## src/rtl/mips_writeback_queue.sv

```systemverilog
// Writeback queue for the MIPS register file write port: accepts ALU and load
// writebacks, drains one per cycle in order, and bypasses pending data to reads.
module mips_writeback_queue #(
    parameter int AWL   = 5,
    parameter int DWL   = 32,
    parameter int DEPTH = 4
) (
    input  logic                       clk,
    input  logic                       rst,
    input  logic                       ld_valid,
    output logic                       ld_ready,
    input  logic [AWL-1:0]             ld_addr,
    input  logic [DWL-1:0]             ld_data,
    input  logic                       alu_valid,
    output logic                       alu_ready,
    input  logic [AWL-1:0]             alu_addr,
    input  logic [DWL-1:0]             alu_data,
    input  logic                       hold,
    output logic                       wen,
    output logic [AWL-1:0]             WA,
    output logic [DWL-1:0]             WD,
    input  logic [AWL-1:0]             RA1,
    input  logic [AWL-1:0]             RA2,
    output logic                       byp1_hit,
    output logic [DWL-1:0]             byp1_data,
    output logic                       byp2_hit,
    output logic [DWL-1:0]             byp2_data,
    output logic [$clog2(DEPTH):0]     count,
    output logic                       empty,
    output logic                       full
);
    localparam int PW = $clog2(DEPTH);
    localparam int CW = PW + 1;

    // Handshake: a source transfers on a rising edge where valid && ready.
    // ready never depends on the same source's valid, only on registered
    // occupancy (and, for the ALU, on whether the load unit is also asking).

    logic [AWL-1:0] addr_q [DEPTH];
    logic [AWL-1:0] addr_d [DEPTH];
    logic [DWL-1:0] data_q [DEPTH];
    logic [DWL-1:0] data_d [DEPTH];
    logic [PW-1:0]  head_q, head_d, tail_q, tail_d, alu_slot;
    logic [CW-1:0]  count_q, count_d, free;
    logic           ld_store, alu_store, pop;

    always_comb begin
        free      = CW'(DEPTH) - count_q;
        ld_ready  = !rst && (free >= CW'(1));
        alu_ready = !rst && ((free >= CW'(2)) || ((free >= CW'(1)) && !ld_valid));
        // Writes to $zero handshake normally but are dropped here.
        ld_store  = ld_valid && ld_ready && (ld_addr != '0);
        alu_store = alu_valid && alu_ready && (alu_addr != '0);

        empty = (count_q == '0);
        full  = (count_q == CW'(DEPTH));
        count = count_q;
        wen   = !empty && !hold && !rst;
        pop   = wen;
        WA    = addr_q[head_q];
        WD    = data_q[head_q];

        addr_d   = addr_q;
        data_d   = data_q;
        alu_slot = tail_q + PW'(ld_store);
        if (ld_store) begin
            addr_d[tail_q] = ld_addr;
            data_d[tail_q] = ld_data;
        end
        if (alu_store) begin
            addr_d[alu_slot] = alu_addr;
            data_d[alu_slot] = alu_data;
        end
        tail_d  = tail_q + PW'(ld_store) + PW'(alu_store);
        head_d  = head_q + PW'(pop);
        count_d = count_q + CW'(ld_store) + CW'(alu_store) - CW'(pop);
    end

    // Scan oldest to youngest so the last match wins.
    always_comb begin
        byp1_hit  = 1'b0;
        byp1_data = '0;
        byp2_hit  = 1'b0;
        byp2_data = '0;
        for (int i = 0; i < DEPTH; i++) begin
            if (CW'(i) < count_q) begin
                if ((RA1 != '0) && (addr_q[head_q + PW'(i)] == RA1)) begin
                    byp1_hit  = 1'b1;
                    byp1_data = data_q[head_q + PW'(i)];
                end
                if ((RA2 != '0) && (addr_q[head_q + PW'(i)] == RA2)) begin
                    byp2_hit  = 1'b1;
                    byp2_data = data_q[head_q + PW'(i)];
                end
            end
        end
    end

    always_ff @(posedge clk) begin
        if (rst) begin
            head_q  <= '0;
            tail_q  <= '0;
            count_q <= '0;
        end else begin
            head_q  <= head_d;
            tail_q  <= tail_d;
            count_q <= count_d;
        end
        addr_q <= addr_d;
        data_q <= data_d;
    end
endmodule

```

## config.mk

```make
export PLATFORM = sky130hd
export DESIGN_NAME = mips_writeback_queue
export DESIGN_NICKNAME = d
export VERILOG_FILES = /design/src/rtl/mips_writeback_queue.sv
export SDC_FILE = /design/constraint.sdc
export NUM_CORES = 1
export LEC_CHECK = 0
export CORE_ASPECT_RATIO = 1.2
export CORE_MARGIN = 3
export CORE_UTILIZATION = 55
export DETAILED_ROUTE_END_ITERATION = 10
export PLACE_DENSITY = 0.88
export REMOVE_ABC_BUFFERS = 1
export SYNTH_ARGS = -nofsm -noshare
export SYNTH_HDL_FRONTEND = slang
export SYNTH_SLANG_ARGS = --single-unit
```

## constraint.sdc

```tcl
create_clock -name clk -period 5 [get_ports clk]
set_input_delay 1 -clock clk [delete_from_list [all_inputs] [get_ports clk]]
set_output_delay 1 -clock clk [all_outputs]
set_load 0.1 [all_outputs]
```

==> summary.txt <==
Power and ir drop
  • PwrDens: 706 nW/µm²
  • Maximum VDD drop: roughly 0.69 mV
  • Leak: between 6 and 7 nW

Critical path
  • CP required: 4.00 ns
  • Highest-delay cell along the critical path: a222oi_1
  • Arrival time at the worst endpoint: between 3 and 4 ns
  • Type of origin of the critical path: input pin
  • CP cell instances: clkdlybuf4s50_1 > xnor2_1 > or4b_4 > a211oi_4 > buf_6 > nand3_1 > a222oi_1 > buf_12
  • Crit path max fanout: 14
  • Reg2Reg Setup Slack: 1.48 ns
  • Critical path launch point: RA1[0]
  • End of the worst register-to-register path: data_q[75]$_DFF_P_
  • CP max stage delay: around 0.69 ns
  • Worst R2R Start: count[0]$_SDFF_PP0_
  • Buffer and inverter count on the worst path: 3
  • Worst r2r path cells: 10
  • CP endpoint kind: output port
  • Kind of critical path: input pin to output port
  • Crit path max-delay family: buffers and inverters

Clock network
  • H-tree depth: 4
  • Clk buf depth: 2
  • Clock slew at reported path FFs: 0.07 ns
  • CTS buffer count: 17
  • Clk sinks: 155
  • CTS Root Buffer Type: clkbuf_16
  • Setup bufs post-CTS: 0
  • CTS tree: done
  • Clock insertion delay at the later pin of the skew report: 0.44 ns

Yosys
  • Post-synthesis cell area: about 13,000 µm²
  • Syn Area/Cell: about 8.2 µm²
  • Post-synthesis async set-or-reset flop share: 0%
  • Cell count after synthesis: 1,567
  • Post-synthesis register bit count: about 160
  • Total number of yosys warnings: 0
  • Sequential share of the synthesized area: 24.1%
  • Top FF cell, synth: dfxtp_1
  • Synth unique cells: between 50 and 60
  • Post-synth EDFFs: 0

Routing
  • Via count: about 14,000
  • WL final: 44,500 µm
  • TritonRoute pass-1 iters: 6
  • DRC: 0
  • Final ANT Viol Nets: 0
  • Initial drt markers: 1,776
  • DR WL/cell: 21.8 µm
  • Vias per std cell: 6.67

STA
  • Final worst slack: around 0.048 ns
  • Final hold vios: 0
  • Worst-Margin Slew: ~0.98 ns
  • Tmin final: approximately 5.0 ns
  • Fmax: just over 0.2 GHz
  • Clk_skew: about 0.011 ns
  • Max-slew headroom: between 30% and 40%
  • Max-slew violation count: 0
  • Final setup viols: 0
  • Worst hold margin: ~0.55 ns
  • Fin crit share: roughly 99%

Final layout
  • Final design utilization: between 70% and 80%
  • Fillers: about 1,600
  • Synthesis-to-layout area growth: 28.4%
  • Final instance area: roughly 17,000 µm²
  • Ratio of cells with drive above 1 in the final layout: 18.7%
  • Fin nets: ~1,800

Die
  • Die height: 174 µm
  • Die width: 146 µm
  • Starting Density: a little under three fifths
  • Die area: 25,300 µm²
  • Core ar.: 22,700 µm²
  • # IOs: 200
  • Row count: 60

Min path
  • Endpoint, Worst Hold: data_q[69]$_DFF_P_
  • HP Start: data_q[69]$_DFF_P_
  • Worst min path class: flip-flop to flip-flop
  • Hold-critical path depth: 2

Run status
  • Outcome: finished clean

Global routing
  • Initial antenna violation count: 4
  • First-pass GRT wire length: between 70,000 and 80,000 µm
  • Vias in the first global route: 13,683
  • Grt ovf: 0
  • Pin count of the biggest net entering global routing: 67
  • Total GRT Usage: 33.3%

Placement
  • Setup WS pre-CTS: -0.000560 ns
  • GPL Wtd Cong: around 0.97
  • PortBufs: 199
  • Dpl cell area: about 16,000 µm²
  • Detail Placement HPWL: between 30,000 and 40,000 µm

Flow run
  • Max_cap viols: 0
-- sequential cells by signal, indices dropped and copies added, names as in the netlist --
| register | cells |
|---|---|
| data_q | 128 |
| addr_q | 20 |
| count | 3 |
| head_q | 2 |
| tail_q | 2 |
-- through the flow --
| step | cells | TNS [ns] | power (mW) |
|---|---|---|---|
| floorplan | 1416 | -782.08 | 8.02 |
| global placement | 2004 | 0 | 9.93 |
| detailed placement | 2004 | -0.000560 | 10.2 |
| CTS | 2036 | 0 | 11.6 |
| global route | 2039 | -0.0702 | 12.2 |
| finish | 2039 | 0 | 11.7 |
-- tightest hold or removal path, stage by stage (launching register included) --
cell and delay [ns]:
dfxtp_1 0.32, mux2i_1 0.11, o21ai_0 0.07
-- power breakdown --
part	internal, mW	total (mW)	switching (mW)
Combinational	2.54	7.93	5.38
Sequential	1.91	2.46	0.555
Clock	0.723	1.30	0.577
Total	5.17	11.7	6.52
-- worst max path at each step --
| stage | slack, ns | depth (start not counted) | to |
|---|---|---|---|
| 2_1_floorplan | -6.99 | 6 | byp1_data[11] |
| 3_3_place_gp | 0.03 | 8 | byp1_data[24] |
| 3_5_place_dp | -0.0006 | 9 | byp1_data[16] |
| 4_1_cts | 0.008 | 9 | byp1_data[16] |
| 5_1_grt | -0.02 | 11 | byp2_data[11] |
| 6_report | 0.05 | 8 | byp1_data[24] |
-- metal layers --
| metal | vias up | GRT usage (%) | share of wire [%] |
|---|---|---|---|
| met4 | 2 | 23.0 | 6.1 |
| met5 | - | 0 | 0.038 |
| met3 | 248 | 6.49 | 11 |
| met1 | 6293 | 38.4 | 35 |
| met2 | 1014 | 55.5 | 48 |
| li1 | 6051 | - | - |
-- layout by cell type (no fill, tap or decap), drive strengths merged, types with 4 or more instances in the layout --
| cell type | Yosys | routed |
|---|---|---|
| a311oi | 31 | 31 |
| inv | 43 | 53 |
| nor3 | 14 | 14 |
| mux2i | 309 | 309 |
| clkbuf | 88 | 19 |
| clkdlybuf4s50 | 0 | 90 |
| nor4 | 20 | 20 |
| mux2 | 65 | 65 |
| buf | 63 | 185 |
| o21ai | 178 | 178 |
| ha | 12 | 12 |
| nand2 | 215 | 215 |
| and2 | 33 | 33 |
| dfxtp | 155 | 155 |
| xor2 | 7 | 7 |
| mux4 | 9 | 9 |
| xnor2 | 40 | 40 |
| a21oi | 43 | 43 |
| or4 | 17 | 17 |
| nand4b | 21 | 21 |
| nor2 | 47 | 47 |
| o211a | 4 | 4 |
| nor4bb | 9 | 9 |
| a211oi | 35 | 35 |
| nand3 | 36 | 36 |
| and3 | 4 | 4 |
| and4bb | 4 | 4 |
| a222oi | 32 | 32 |
| nor2b | 6 | 6 |
-- timing repair --
action,in CTS,in global routing
setup endpoints to repair,1,34
hold buffers,0,0
gates resized for setup,0,11
hold endpoints to repair,0,0
pin swaps,1,1
-- layout make-up --
| type | instances | area (µm²) | area share (%) |
|---|---|---|---|
| flip-flops and latches | 155 | 3110 | 18.8 |
| clock buffers | 19 | 443 | 2.68 |
| clock inverters | 13 | 145 | 0.877 |
| inverters | 43 | 164 | 0.991 |
| multi-input cells | 1218 | 9060 | 54.8 |
| well taps | 310 | 388 | 2.34 |
| repair buffers | 278 | 3230 | 19.5 |
| diodes | 3 | 7.51 | 0.0454 |
-- synth_stat cells, types with 3 or more instances --
library cell  instances  area, µm²
a211oi_1             33        248
a21o_1                3       22.5
a21oi_1              43        215
a222oi_1             32        320
a311oi_1             31        272
a31oi_1               3       18.8
and2_1               32        200
and3_1                4       25.0
and4bb_2              4       50.1
buf_1                17       63.8
buf_2                38        190
buf_6                 5       56.3
clkbuf_1             88        330
dfxtp_1             155       3100
ha_1                 12        150
inv_1                42        158
mux2_2               65        732
mux2i_1             305       3050
mux2i_2               4       55.1
mux4_2                7        158
nand2_1             215        807
nand2b_1              3       18.8
nand3_1              36        180
nand4b_1             21        184
nor2_1               47        176
nor2b_1               6       37.5
nor3_1               14       70.1
nor4_1               20        125
nor4bb_1              9       90.1
o211a_1               4       40.0
o21ai_0             178        891
or4_1                16        120
xnor2_1              40        350
xor2_1                7       61.3
-- logic make-up (layout without fill, tap and decap cells) --
logic type / count (synthesis) / after routing / share of synthesized area [%]
AO/OA/AOI/OAI: 337 / 337 / 16.5
XOR/XNOR: 47 / 47 / 3.19
adder cells (fa/ha/maj): 13 / 13 / 1.32
buffers and inverters: 194 / 353 / 6.50
flip-flops: 155 / 155 / 24.1
multiplexers: 383 / 383 / 31.4
other: 0 / 3 / 0
AND/OR/NAND/NOR: 438 / 438 / 17.0
Note: power is estimated with default switching activity, not from simulation.
